File: config.mk
export PLATFORM = sky130hd
export DESIGN_NAME = flash_xfer_arbiter
export DESIGN_NICKNAME = d
export VERILOG_FILES = /design/src/rtl/flash_xfer_arbiter.sv
export SDC_FILE = /design/constraint.sdc
export NUM_CORES = 1
export LEC_CHECK = 0
export ABC_AREA = 1
export CAP_MARGIN = 5
export CORE_MARGIN = 2
export CORE_UTILIZATION = 30
export DETAILED_ROUTE_END_ITERATION = 8
export PLACE_DENSITY = 0.61
export SLEW_MARGIN = 20
export SYNTH_ARGS = -nofsm -noshare
export SYNTH_HDL_FRONTEND = slang
export SYNTH_SLANG_ARGS = --single-unit
export TNS_END_PERCENT = 20
File: constraint.sdc
create_clock -name clk -period 3.63 [get_ports clk]
set_input_delay 0.726 -clock clk [delete_from_list [all_inputs] [get_ports clk]]
set_output_delay 0.726 -clock clk [all_outputs]
set_load 0.03 [all_outputs]
File: src/rtl/flash_xfer_arbiter.sv
`default_nettype none
// ============================================================================
// Module   : flash_xfer_arbiter
// Brief    : Round-robin owner of the shared SPI flash byte engine. Grants
//            one complete transfer (CS assert, TX bytes, RX bytes, CS
//            release) to either the UART (0) or I2C (1) command decoder,
//            with abort support that never cuts the engine mid-byte.
// Revision : 1.0 - initial release
// ============================================================================
module flash_xfer_arbiter #(
    parameter int          LEN_W   = 16,
    parameter int          CS_GAP  = 4,
    parameter logic [7:0]  RX_FILL = 8'h00
) (
    input  logic                 clk,
    input  logic                 resetn,
    input  logic [1:0]           req_valid,
    input  logic [2*LEN_W-1:0]   req_tx_len,
    input  logic [2*LEN_W-1:0]   req_rx_len,
    output logic [1:0]           req_ack,
    input  logic [1:0]           req_abort,
    input  logic [15:0]          tx_data,
    input  logic [1:0]           tx_valid,
    output logic [1:0]           tx_ready,
    output logic [7:0]           rx_data,
    output logic [1:0]           rx_valid,
    input  logic [1:0]           rx_ready,
    output logic [1:0]           owner,
    output logic                 flash_cs_n,
    output logic                 eng_start,
    output logic [7:0]           eng_tx,
    input  logic                 eng_done,
    input  logic [7:0]           eng_rx
);

    localparam int                 c_GAP_W    = (CS_GAP > 1) ? $clog2(CS_GAP) : 1;
    localparam logic [c_GAP_W-1:0] c_GAP_LAST = c_GAP_W'(CS_GAP - 1);

    typedef enum logic [2:0] {
        S_IDLE     = 3'd0,
        S_SETUP    = 3'd1,
        S_TX_WAIT  = 3'd2,
        S_TX_SHIFT = 3'd3,
        S_RX_SHIFT = 3'd4,
        S_RX_HOLD  = 3'd5,
        S_DRAIN    = 3'd6,
        S_GAP      = 3'd7
    } state_t;

    state_t             r_state;
    state_t             w_state_nxt;

    logic [LEN_W-1:0]   r_tx_cnt;
    logic [LEN_W-1:0]   r_rx_cnt;
    logic [c_GAP_W-1:0] r_gap_cnt;
    logic               r_last;
    logic [1:0]         r_owner;
    logic [1:0]         r_req_ack;
    logic               r_cs_n;
    logic [1:0]         r_tx_ready;
    logic [1:0]         r_rx_valid;
    logic [7:0]         r_rx_data;
    logic               r_eng_start;
    logic [7:0]         r_eng_tx;

    logic [LEN_W-1:0]   w_tx_cnt_nxt;
    logic [LEN_W-1:0]   w_rx_cnt_nxt;
    logic [c_GAP_W-1:0] w_gap_cnt_nxt;
    logic               w_grant;
    logic               w_rx_go;
    logic               w_start;
    logic [7:0]         w_eng_tx_nxt;
    logic               w_rx_load;
    logic [1:0]         w_owner_nxt;
    logic               w_idle_nxt;

    // Owner-qualified views of the requester side-band signals.
    logic               w_abort;
    logic               w_tx_valid;
    logic               w_rx_ready;
    logic [7:0]         w_tx_byte;

    // Arbitration: a lone requester wins; a tie goes to the one not granted last.
    logic               w_win;
    logic [1:0]         w_win_onehot;
    logic [LEN_W-1:0]   w_win_tx_len;
    logic [LEN_W-1:0]   w_win_rx_len;

    assign w_abort      = |(req_abort & r_owner);
    assign w_tx_valid   = |(tx_valid & r_owner);
    assign w_rx_ready   = |(rx_ready & r_owner);
    assign w_tx_byte    = r_owner[1] ? tx_data[15:8] : tx_data[7:0];

    assign w_win        = (&req_valid) ? ~r_last : req_valid[1];
    assign w_win_onehot = w_win ? 2'b10 : 2'b01;
    assign w_win_tx_len = w_win ? req_tx_len[2*LEN_W-1:LEN_W] : req_tx_len[LEN_W-1:0];
    assign w_win_rx_len = w_win ? req_rx_len[2*LEN_W-1:LEN_W] : req_rx_len[LEN_W-1:0];

    // State register.
    always_ff @(posedge clk or negedge resetn) begin
        if (!resetn) begin
            r_state <= S_IDLE;
        end else begin
            r_state <= w_state_nxt;
        end
    end

    // Next-state, counter and engine-command decode.
    always_comb begin
        w_state_nxt   = r_state;
        w_tx_cnt_nxt  = r_tx_cnt;
        w_rx_cnt_nxt  = r_rx_cnt;
        w_gap_cnt_nxt = '0;
        w_grant       = 1'b0;
        w_rx_go       = 1'b0;
        w_start       = 1'b0;
        w_eng_tx_nxt  = r_eng_tx;
        w_rx_load     = 1'b0;

        case (r_state)
            S_IDLE: begin
                if (|req_valid) begin
                    w_grant = 1'b1;
                end
            end
            S_SETUP: begin
                if (w_abort) begin
                    w_state_nxt = S_GAP;
                end else if (r_tx_cnt != '0) begin
                    w_state_nxt = S_TX_WAIT;
                end else if (r_rx_cnt != '0) begin
                    w_rx_go = 1'b1;
                end else begin
                    w_state_nxt = S_GAP;
                end
            end
            S_TX_WAIT: begin
                if (w_abort) begin
                    w_state_nxt = S_GAP;
                end else if (w_tx_valid) begin
                    w_state_nxt  = S_TX_SHIFT;
                    w_start      = 1'b1;
                    w_eng_tx_nxt = w_tx_byte;
                    w_tx_cnt_nxt = r_tx_cnt - 1'b1;
                end
            end
            S_TX_SHIFT: begin
                // A byte that completes in the abort cycle needs no drain.
                if (eng_done) begin
                    if (w_abort) begin
                        w_state_nxt = S_GAP;
                    end else if (r_tx_cnt != '0) begin
                        w_state_nxt = S_TX_WAIT;
                    end else if (r_rx_cnt != '0) begin
                        w_rx_go = 1'b1;
                    end else begin
                        w_state_nxt = S_GAP;
                    end
                end else if (w_abort) begin
                    w_state_nxt = S_DRAIN;
                end
            end
            S_RX_SHIFT: begin
                if (eng_done) begin
                    if (w_abort) begin
                        w_state_nxt = S_GAP;
                    end else begin
                        w_rx_load   = 1'b1;
                        w_state_nxt = S_RX_HOLD;
                    end
                end else if (w_abort) begin
                    w_state_nxt = S_DRAIN;
                end
            end
            S_RX_HOLD: begin
                if (w_abort) begin
                    w_state_nxt = S_GAP;
                end else if (w_rx_ready) begin
                    if (r_rx_cnt != '0) begin
                        w_rx_go = 1'b1;
                    end else begin
                        w_state_nxt = S_GAP;
                    end
                end
            end
            S_DRAIN: begin
                if (eng_done) begin
                    w_state_nxt = S_GAP;
                end
            end
            S_GAP: begin
                // The IDLE decision is taken in the final gap cycle so that
                // back-to-back transfers see exactly CS_GAP high cycles.
                if (r_gap_cnt == c_GAP_LAST) begin
                    if (|req_valid) begin
                        w_grant = 1'b1;
                    end else begin
                        w_state_nxt = S_IDLE;
                    end
                end else begin
                    w_gap_cnt_nxt = r_gap_cnt + 1'b1;
                end
            end
            default: begin
                w_state_nxt = S_IDLE;
            end
        endcase

        if (w_rx_go) begin
            w_state_nxt  = S_RX_SHIFT;
            w_start      = 1'b1;
            w_eng_tx_nxt = RX_FILL;
            w_rx_cnt_nxt = r_rx_cnt - 1'b1;
        end

        if (w_grant) begin
            w_state_nxt  = S_SETUP;
            w_tx_cnt_nxt = w_win_tx_len;
            w_rx_cnt_nxt = w_win_rx_len;
        end

        w_idle_nxt  = (w_state_nxt == S_IDLE) || (w_state_nxt == S_GAP);
        w_owner_nxt = w_grant ? w_win_onehot : (w_idle_nxt ? 2'b00 : r_owner);
    end

    // Registered datapath and outputs, all derived from the next state.
    always_ff @(posedge clk or negedge resetn) begin
        if (!resetn) begin
            r_tx_cnt    <= '0;
            r_rx_cnt    <= '0;
            r_gap_cnt   <= '0;
            r_last      <= 1'b1;
            r_owner     <= 2'b00;
            r_req_ack   <= 2'b00;
            r_cs_n      <= 1'b1;
            r_tx_ready  <= 2'b00;
            r_rx_valid  <= 2'b00;
            r_rx_data   <= 8'h00;
            r_eng_start <= 1'b0;
            r_eng_tx    <= 8'h00;
        end else begin
            r_tx_cnt    <= w_tx_cnt_nxt;
            r_rx_cnt    <= w_rx_cnt_nxt;
            r_gap_cnt   <= w_gap_cnt_nxt;
            r_last      <= w_grant ? w_win : r_last;
            r_owner     <= w_owner_nxt;
            r_req_ack   <= w_grant ? w_win_onehot : 2'b00;
            r_cs_n      <= w_idle_nxt;
            r_tx_ready  <= (w_state_nxt == S_TX_WAIT) ? w_owner_nxt : 2'b00;
            r_rx_valid  <= (w_state_nxt == S_RX_HOLD) ? w_owner_nxt : 2'b00;
            r_rx_data   <= w_rx_load ? eng_rx : r_rx_data;
            r_eng_start <= w_start;
            r_eng_tx    <= w_eng_tx_nxt;
        end
    end

    assign req_ack    = r_req_ack;
    assign tx_ready   = r_tx_ready;
    assign rx_data    = r_rx_data;
    assign rx_valid   = r_rx_valid;
    assign owner      = r_owner;
    assign flash_cs_n = r_cs_n;
    assign eng_start  = r_eng_start;
    assign eng_tx     = r_eng_tx;

endmodule
`default_nettype wire

==> metrics.txt <==
clock root buffer clkbuf_16; Yosys reg bits 64; Ys Warns 0; ANT cells 0; Non-Filler Instances roughly 820; Syn Area/Cell about 7.7 um^2; status finished, final reports clean; Async SR Flop Fraction 100%; Worst Clk Skew approximately 0.0057 ns; main area contributors after synthesis dfrtp_1 (39%), nand2_1 (13%), nor2_1 (5.4%); Final Power about 4.4 mW; I/O Buffers 124; post-CTS resize count 0; Req. time, crit path approximately 3.8 ns; final design area excluding fillers 5680 um^2; Top Ports ~130; DP Worst Slack 0.824 ns; Worst setup SP type primary input; Worst-Skew Late Latency 0.34 ns; Clock Tree Buf Depth 2; Die H roughly 120 um; clock slew at reported path FFs ~0.06 ns; Max VDD drop around 0.3 mV; final hold viol count 0; core outline area 13,100 um^2; first-pass GRT wire length just under 20,000 um; Initial Utilization a little under a third; final hold slack 0.408 ns; Post-Syn Area between 3000 and 4000 um^2; RePlAce Congestion 0.877; DP Wirelength around 8700 um; Layout Utilization between 40% and 50%; Syn-to-layout area delta 42.5%; die area between 10,000 and 15,000 um^2; Vias approximately 4,000; layout cells sized above 1 8.40%; pwr/cell area 779 nW/um^2; Critical Path Max Stage Delay around 0.45 ns; HP Class primary input to asynchronous set/reset pin; Max Clk Rate between 400 and 500 MHz; CTS tree done; Rel. slew slack 56.7%; worst-path cell chain clkdlybuf4s50_1 > inv_1 > o21ai_0 > nand2_2 > nand2_2 > inv_1 > a221oi_1 > a22oi_1; vias per cell between 4 and 5; setup violators final 0; WL met2 ~6000 um; Worst-Margin Slew 0.650 ns; Leak approximately 2.5 nW; final worst slack about 1.2 ns; most area-hungry cell type in the Yosys netlist dfrtp_1; synth unique cells 46; RSZ-0062 raised after global routing false; number of flops mapped to enable cells by yosys 0; Die W 119 um; # clock sinks 64; final period utilization approximately two thirds; cts bufs inserted 9; htree depth 3; WL/cell between 10 and 15 um; postcts setup bufs 0; Period minus WS final 2.46 ns; first-pass iteration count of the detailed router 8; Slowest cell on crit path clkdlybuf4s50_1; placed cell area 5330 um^2; Total Neg Setup Slack 0 ns; max-cap violation count 0; antenna-violating nets left 0; vias in the first global route 4,080; post-synthesis cell count 520; initial DRC count ~250; maximum fanout along the worst path 17; # hold bufs at CTS 0; DRT met1 WL 5030 um; uppermost routed layer met4; GRT Overall Usage 17.3%; met3 WL post-DR around 720 um; largest net degree at the start of global routing 38; Placed Instances roughly 800; Slew Limit Fails 0; Worst setup EP type register; post-synth top area share 38.9%; Remaining DRCs 0; row cnt 42; initial antenna violation count 0; top_reg_cell synth dfrtp_1; post-synthesis sequential area ratio between 40 and 50%; Post-Syn Nets 622; Worst EP arrival 2.66 ns; critical path type primary input to register; final-stage net count 740; final WL around 12,000 um; Congestion Overflow GR 0
==> flip-flops by register name, indices dropped and copies added, names as in the netlist <==
signal	flops
req_ack	2
flash_cs_n	1
rx_data	8
eng_tx	8
r_tx_cnt	16
r_state	3
rx_valid	2
tx_ready	2
owner	2
r_gap_cnt	2
eng_start	1
r_rx_cnt	16
r_last	1
==> worst max-delay path: cells and delay by family <==
kind / cells / cell delay (ns)
and+or+nand+nor: 2 / 0.54
buffers and inverters: 3 / 0.75
AOI/OAI and AO/OA: 3 / 0.64
==> kinds of logic (layout without fill, tap and decap cells) <==
group,Yosys count,in the layout,share of synthesized area (%)
AND/OR/NAND/NOR,264,264,29.4
AO/OA/AOI/OAI,97,97,16.5
buffers and inverters,75,198,8.73
flip-flops,64,64,40.2
XOR/XNOR,9,9,1.98
multiplexers,8,8,2.26
adder cells (fa/ha/maj),3,3,0.942
==> final timing paths <==
path | slack (ns) | endpoint | from | depth (start not counted)
max in group asynchronous | 2.26 | r_rx_cnt[5] | resetn | 2
min reg2reg | 0.44 | r_gap_cnt[0] | r_gap_cnt[0] | 1
max reg2reg | 1.30 | r_tx_cnt[11] | r_state[2] | 8
max | 1.17 | r_tx_cnt[7] | tx_valid[0] | 8
min in group clk | 0.44 | r_gap_cnt[0] | r_gap_cnt[0] | 1
min | 0.41 | rx_data[0] | resetn | 1
==> cell usage after synthesis (all sizes together), types with 11 or more instances <==
cell and count:
nand2 141, nor2 63, dfrtp 62, inv 53, nand3 40, o21ai 25
a22oi 18, buf 18, a21oi 13, nor3 11
==> cell type report <==
class	instances	area (um^2)
flip-flops and latches	64	1600
inverters	56	211
repair buffers	126	1260
fillers	1281	7410
well taps	176	220
multi-input cells	381	2030
clock buffers	9	225
clock inverters	7	120
==> power by group <==
group / total (mW) / leakage, nW / switching (mW) / internal [mW]
clock: 1.01 / 0.166 / 0.338 / 0.671
combinational: 2.12 / 1.59 / 1.30 / 0.825
sequential: 1.29 / 0.789 / 0.268 / 1.03
total: 4.43 / 2.55 / 1.90 / 2.52
==> layout by cell type (no fill, tap or decap), types with 11 or more instances in the layout <==
cell             instances
nand2_1                133
clkdlybuf4s50_1        123
dfrtp_1                 62
nor2_1                  57
inv_1                   50
nand3_1                 36
o21ai_0                 23
a22oi_1                 18
a21oi_1                 13
nor3_1                  11
==> routing by layer <==
layer	vias to the layer above	GRT usage, %
met5	-	0
met4	0	5.28
met3	22	4.36
met2	136	30.2
met1	1878	20.8
li1	1990	-
No activity file was read; power rests on OpenSTA's default activity.
